`config.mk`:
```
export PLATFORM = sky130hd
export DESIGN_NAME = set_bit_scanner
export DESIGN_NICKNAME = d
export VERILOG_FILES = /design/src/rtl/set_bit_scanner_pkg.sv /design/src/rtl/set_bit_prienc.sv /design/src/rtl/set_bit_scanner.sv
export SDC_FILE = /design/constraint.sdc
export NUM_CORES = 1
export LEC_CHECK = 0
export BUFFER_PORTS_ARGS = -buffer_cell sky130_fd_sc_hd__buf_2
export CORE_MARGIN = 8
export CORE_UTILIZATION = 57
export DETAILED_ROUTE_END_ITERATION = 8
export PLACE_DENSITY_LB_ADDON = 0.08
export SLEW_MARGIN = 30
export SYNTH_ARGS = -nofsm -noshare
export SYNTH_HDL_FRONTEND = slang
export SYNTH_SLANG_ARGS = --single-unit
export TNS_END_PERCENT = 1
```
`constraint.sdc`:
```
create_clock -name clk -period 8 [get_ports clk]
set_clock_uncertainty 0.15 [all_clocks]
set_input_delay 0 -clock clk [delete_from_list [all_inputs] [get_ports clk]]
set_output_delay 0 -clock clk [all_outputs]
set_load 0.02 [all_outputs]
```
`src/rtl/set_bit_scanner_pkg.sv`:
```
// Shared types and bit-vector helpers for the set-bit scanner.
// Helpers work on a 64-bit zero-extended view so every legal WIDTH can share them.
package set_bit_scanner_pkg;

  localparam int MAX_W = 64;

  typedef enum logic [1:0] {
    IDLE   = 2'd0,
    SCAN   = 2'd1,
    FINISH = 2'd2
  } scan_state_e;

  // Walks from the top down so the last hit is the lowest set index.
  function automatic int unsigned lowest_set(input logic [MAX_W-1:0] vec);
    int unsigned idx;
    idx = 0;
    for (int i = MAX_W - 1; i >= 0; i--) begin
      if (vec[i]) idx = unsigned'(i);
    end
    return idx;
  endfunction

  function automatic logic popcount_is_one(input logic [MAX_W-1:0] vec);
    int unsigned n;
    n = 0;
    for (int i = 0; i < MAX_W; i++) begin
      n += 32'(vec[i]);
    end
    return (n == 1);
  endfunction

endpackage

```
`src/rtl/set_bit_prienc.sv`:
```
// Combinational lowest-set-bit encoder; index is 0 when no bit is set.
module set_bit_prienc
  import set_bit_scanner_pkg::*;
#(
  parameter  int WIDTH = 8,
  localparam int IDX_W = $clog2(WIDTH)
) (
  input  logic [WIDTH-1:0] vec_i,
  output logic [IDX_W-1:0] index_o,
  output logic             any_o
);

  assign index_o = IDX_W'(lowest_set(MAX_W'(vec_i)));
  assign any_o   = |vec_i;

endmodule

```
`src/rtl/set_bit_scanner.sv`:
```
// Accepts a WIDTH-bit vector and streams the index of each set bit, lowest first,
// one per out handshake, then pulses done with the number of indices emitted.
module set_bit_scanner
  import set_bit_scanner_pkg::*;
#(
  parameter  int WIDTH = 8,
  localparam int IDX_W = $clog2(WIDTH)
) (
  input  logic             clk,
  input  logic             rst,
  input  logic             in_valid,
  output logic             in_ready,
  input  logic [WIDTH-1:0] in_data,
  output logic             out_valid,
  input  logic             out_ready,
  output logic [IDX_W-1:0] out_index,
  output logic             out_last,
  output logic             done,
  output logic [IDX_W:0]   count
);

  scan_state_e      state_q, state_d;
  logic [WIDTH-1:0] pend_q, pend_d;
  logic [IDX_W:0]   cnt_q, cnt_d;
  logic [IDX_W:0]   count_q, count_d;
  logic             done_q, done_d;
  logic [IDX_W-1:0] low_idx;
  logic             pend_any;
  logic             pend_one;

  set_bit_prienc #(.WIDTH(WIDTH)) u_prienc (
    .vec_i   (pend_q),
    .index_o (low_idx),
    .any_o   (pend_any)
  );

  assign pend_one = popcount_is_one(MAX_W'(pend_q));
  assign done     = done_q;
  assign count    = count_q;

  always_ff @(posedge clk) begin
    if (rst) begin
      state_q <= IDLE;
      pend_q  <= '0;
      cnt_q   <= '0;
      done_q  <= 1'b0;
      count_q <= '0;
    end else begin
      state_q <= state_d;
      pend_q  <= pend_d;
      cnt_q   <= cnt_d;
      done_q  <= done_d;
      count_q <= count_d;
    end
  end

  always_comb begin
    state_d   = state_q;
    pend_d    = pend_q;
    cnt_d     = cnt_q;
    in_ready  = 1'b0;
    out_valid = 1'b0;
    out_index = '0;
    out_last  = 1'b0;
    unique case (state_q)
      IDLE: begin
        in_ready = 1'b1;
        if (in_valid) begin
          pend_d  = in_data;
          cnt_d   = '0;
          state_d = (in_data != '0) ? SCAN : FINISH;
        end
      end
      SCAN: begin
        out_valid = 1'b1;
        out_index = low_idx;
        out_last  = pend_one;
        if (out_ready) begin
          pend_d = pend_q & ~(WIDTH'(1) << low_idx);
          cnt_d  = cnt_q + (IDX_W+1)'(1);
          if (pend_one) state_d = FINISH;
        end
      end
      FINISH:  state_d = IDLE;
      default: state_d = IDLE;
    endcase
    // done/count are registered so they appear exactly in the FINISH cycle.
    done_d  = (state_d == FINISH);
    count_d = done_d ? cnt_d : '0;
  end

  always_comb begin
    if (state_q == SCAN) assert (pend_any);
  end

endmodule

```
==> summary.md <==
| Metric | Value |
|---|---|
| Status | `completed` |
| Routed wire length on met3 | `354 µm` |
| Placed Cells | `176` |
| Max FO, Critical Path | `7` |
| Synth Warn # | `0` |
| Slowest-stage cell, CP | `o41ai_1` |
| Reg area | `380 µm²` |
| Startpoint types | `register` |
| Post-synth cell types | `43` |
| # rows | `16` |
| CTS tree | `yes` |
| PD cells | `210 nW/µm²` |
| Top cells by count, synth | `dfxtp_1 (19), inv_1 (13), a21oi_1 (12)` |
| Post-synthesis async set-or-reset flop share | `0%` |
| Vias per inst | `6.10` |
| Arr. time, crit path | `4.07 ns` |
| Mapped cell area | `1150 µm²` |
| CTS Hold Buffers Added | `20` |
| Seq/Total Area, Yosys | `33.1%` |
| Most used DFF post-synth | `dfxtp_1` |
| GR Util All Layers | `21.3%` |
| Die Area | `3710 µm²` |
| Max Used Layer | `met4` |
| Fillers | `150` |
| TritonRoute pass-1 iters | `4` |
| Worst Setup Path Type | `register to primary output` |
| Slowest stage delay, CP | `0.55 ns` |
| Fmax | `0.237 GHz` |
| Met2 WL | `1.72 mm` |
| P_leak | `0.000636 µW` |
| Initial antenna violation count | `0` |
| Count leader, synth | `dfxtp_1` |
| GPL Wtd Cong | `0.894` |
| CTS clk-pin slew, worst paths | `0.11 ns` |
| Met1 wire length | `1.29 mm` |
| Synth Instances | `132` |
| RSZ-0062 raised after global routing | `false` |
| Drt drc | `0` |
| Synth Register Bits | `19` |
| CTS resizes | `0` |
| Total of max-cap violations | `0` |
| Synth top area share | `33.1%` |
| DR vias | `1219` |
| Required time of the critical path | `7.85 ns` |
| Cell breakdown of the critical path | `inv_1 -> fa_1 -> fa_1 -> fa_1 -> inv_1 -> ha_1 -> inv_1 -> fa_1 -> nand2_1 -> o41ai_1 -> and2_1 -> buf_2` |
| Port Buffer Count | `22` |
| DR iter-0 viols | `66` |
| Starting density of the core | `59.8%` |
| Layout cells sized above 1 | `18.5%` |
| GRT overflow | `0` |
| Io pins | `23` |
| Cell taking the most area after synthesis | `dfxtp_1` |
| Root buffer cell | `clkbuf_4` |
| Critical Path Most Common Cell | `fa_1` |
| Place WS | `3.94 ns` |
| Mapped Avg Cell Area | `8.70 µm²` |
| Largest delay share family, worst path | `adder cells` |
| Post-DRT Antenna Nets | `0` |
| Period utilization | `52.7%` |
| Synth Net Count | `152` |
| Final WL | `3.52 mm` |
| Vias in the first global route | `1271` |
| Final nets | `194` |
| Pin count of the biggest net entering global routing | `17` |
| Longest Clk Path Bufs | `2` |
| Max-Slew Margin vs Limit | `59.7%` |
| Post-layout utilization of the core | `77.8%` |
| Setup Fix Bufs, Post-CTS | `0` |
| N_diodes | `0` |
| Crit path buf inv count | `4` |
| Setup violations, final | `0` |
| Synth-to-layout area growth | `30.2%` |
| Die Ht | `60.9 µm` |
| Max-slew violation count | `0` |
| Num CTS Buffers | `3` |
| First-pass GRT wire length | `5.87 mm` |
| Largest cells by area after synthesis | `dfxtp_1 (33%), fa_1 (7.0%), a21oi_1 (5.2%)` |
| Max VDD drop | `0.141 mV` |
| Fin. Hold Viols | `0` |
| Number of synthesized flops with an enable pin | `0` |
| Fin cells | `200` |
| Num Clock Sinks | `19` |
| Post-DP HPWL | `2.18 mm` |
| Multi-input logic area | `692 µm²` |
| Setup crit end kind | `primary output` |
| Final setup margin | `3.78 ns` |
| H-tree levels | `1` |
| Skew-Pair Late Insertion Delay | `0.31 ns` |
| Setup TNS | `0 ns` |
| Minimum clock period | `4.22 ns` |
| Chip Width | `60.9 µm` |
| Mean routed wirelength per cell | `17.6 µm` |
| Worst-margin pin slew | `0.599 ns` |
| Hold Crit Class | `register to register` |
| Placeable Area | `1920 µm²` |
==> stage by stage <==
step	total power [µW]	instance area, µm²	hold WS, ns
global route	332	1500	0.431
global placement	241	1270	0.106
CTS	307	1500	0.365
detailed placement	247	1270	0.116
floorplan	214	1150	-0.0784
finish	314	1500	0.365
==> tightest hold or removal path, cell delays in order (launching register included) <==
cell and delay (ns):
dfxtp_1 0.32, o211ai_1 0.08, a21oi_1 0.07
==> placed cells by master (no fill, tap or decap), types with 2 or more instances in the layout <==
cell / Yosys / layout
o21ai_0: 3 / 3
or2_1: 2 / 2
a21oi_1: 12 / 12
nand3_1: 2 / 2
clkbuf_4: 0 / 3
a211oi_1: 4 / 4
o21ai_1: 4 / 4
inv_1: 13 / 13
or4_1: 2 / 2
nor2_1: 11 / 11
nor2b_1: 2 / 2
ha_1: 4 / 4
nand2_1: 6 / 6
nor4_1: 2 / 2
nand2b_1: 3 / 3
dlygate4sd3_1: 0 / 20
o41ai_1: 2 / 2
dfxtp_1: 19 / 19
a311oi_1: 4 / 4
buf_2: 4 / 22
fa_1: 4 / 4
and2_1: 6 / 6
==> cell families after synthesis <==
kind of cell    after synthesis  share of synthesized area [%]
simple gates                 45                           23.2
compound gates               40                           24.8
buf+inv                      19                           6.64
flops                        19                           33.1
fa+ha+maj                     8                           11.3
mux                           1                          0.871
==> sequential cells by signal, summed over array words and instances (netlist names) <==
name / flops
state_q: 2
cnt_q: 4
count: 4
pend_q: 8
done: 1
==> routing by layer <==
metal | up-vias | track usage, %
met3 | 17 | 3.81
li1 | 561 | -
met2 | 78 | 34.8
met5 | - | 0
met4 | 0 | 15.9
met1 | 563 | 24.1
==> final timing paths <==
path                           from                   to  slack (ns)  depth (start not counted)
max reg2reg  pend_q[1]$_SDFFE_PP0P_  count[1]$_SDFF_PP0_        3.85                         12
min             cnt_q[3]$_SDFF_PP0_  cnt_q[3]$_SDFF_PP0_        0.37                          2
min reg2reg     cnt_q[3]$_SDFF_PP0_  cnt_q[3]$_SDFF_PP0_        0.37                          2
max          pend_q[1]$_SDFFE_PP0P_             out_last        3.78                         12
==> where the power goes <==
part,switching [µW],total (µW),internal (µW),leakage (µW)
Sequential,14.5,117,103,0.000155
Clock,31.2,50.8,19.5,0.0000150
Combinational,84.5,146,61.1,0.000466
==> layout make-up <==
cell class	count	area share (%)
Inverter	14	3.51
Clock buffer	4	1.76
Timing Repair Buffer	42	20.8
Sequential cell	19	25.4
Multi-Input combinational cell	94	46.3
Tap cell	27	2.26
Power figures use the tool's default switching activity.
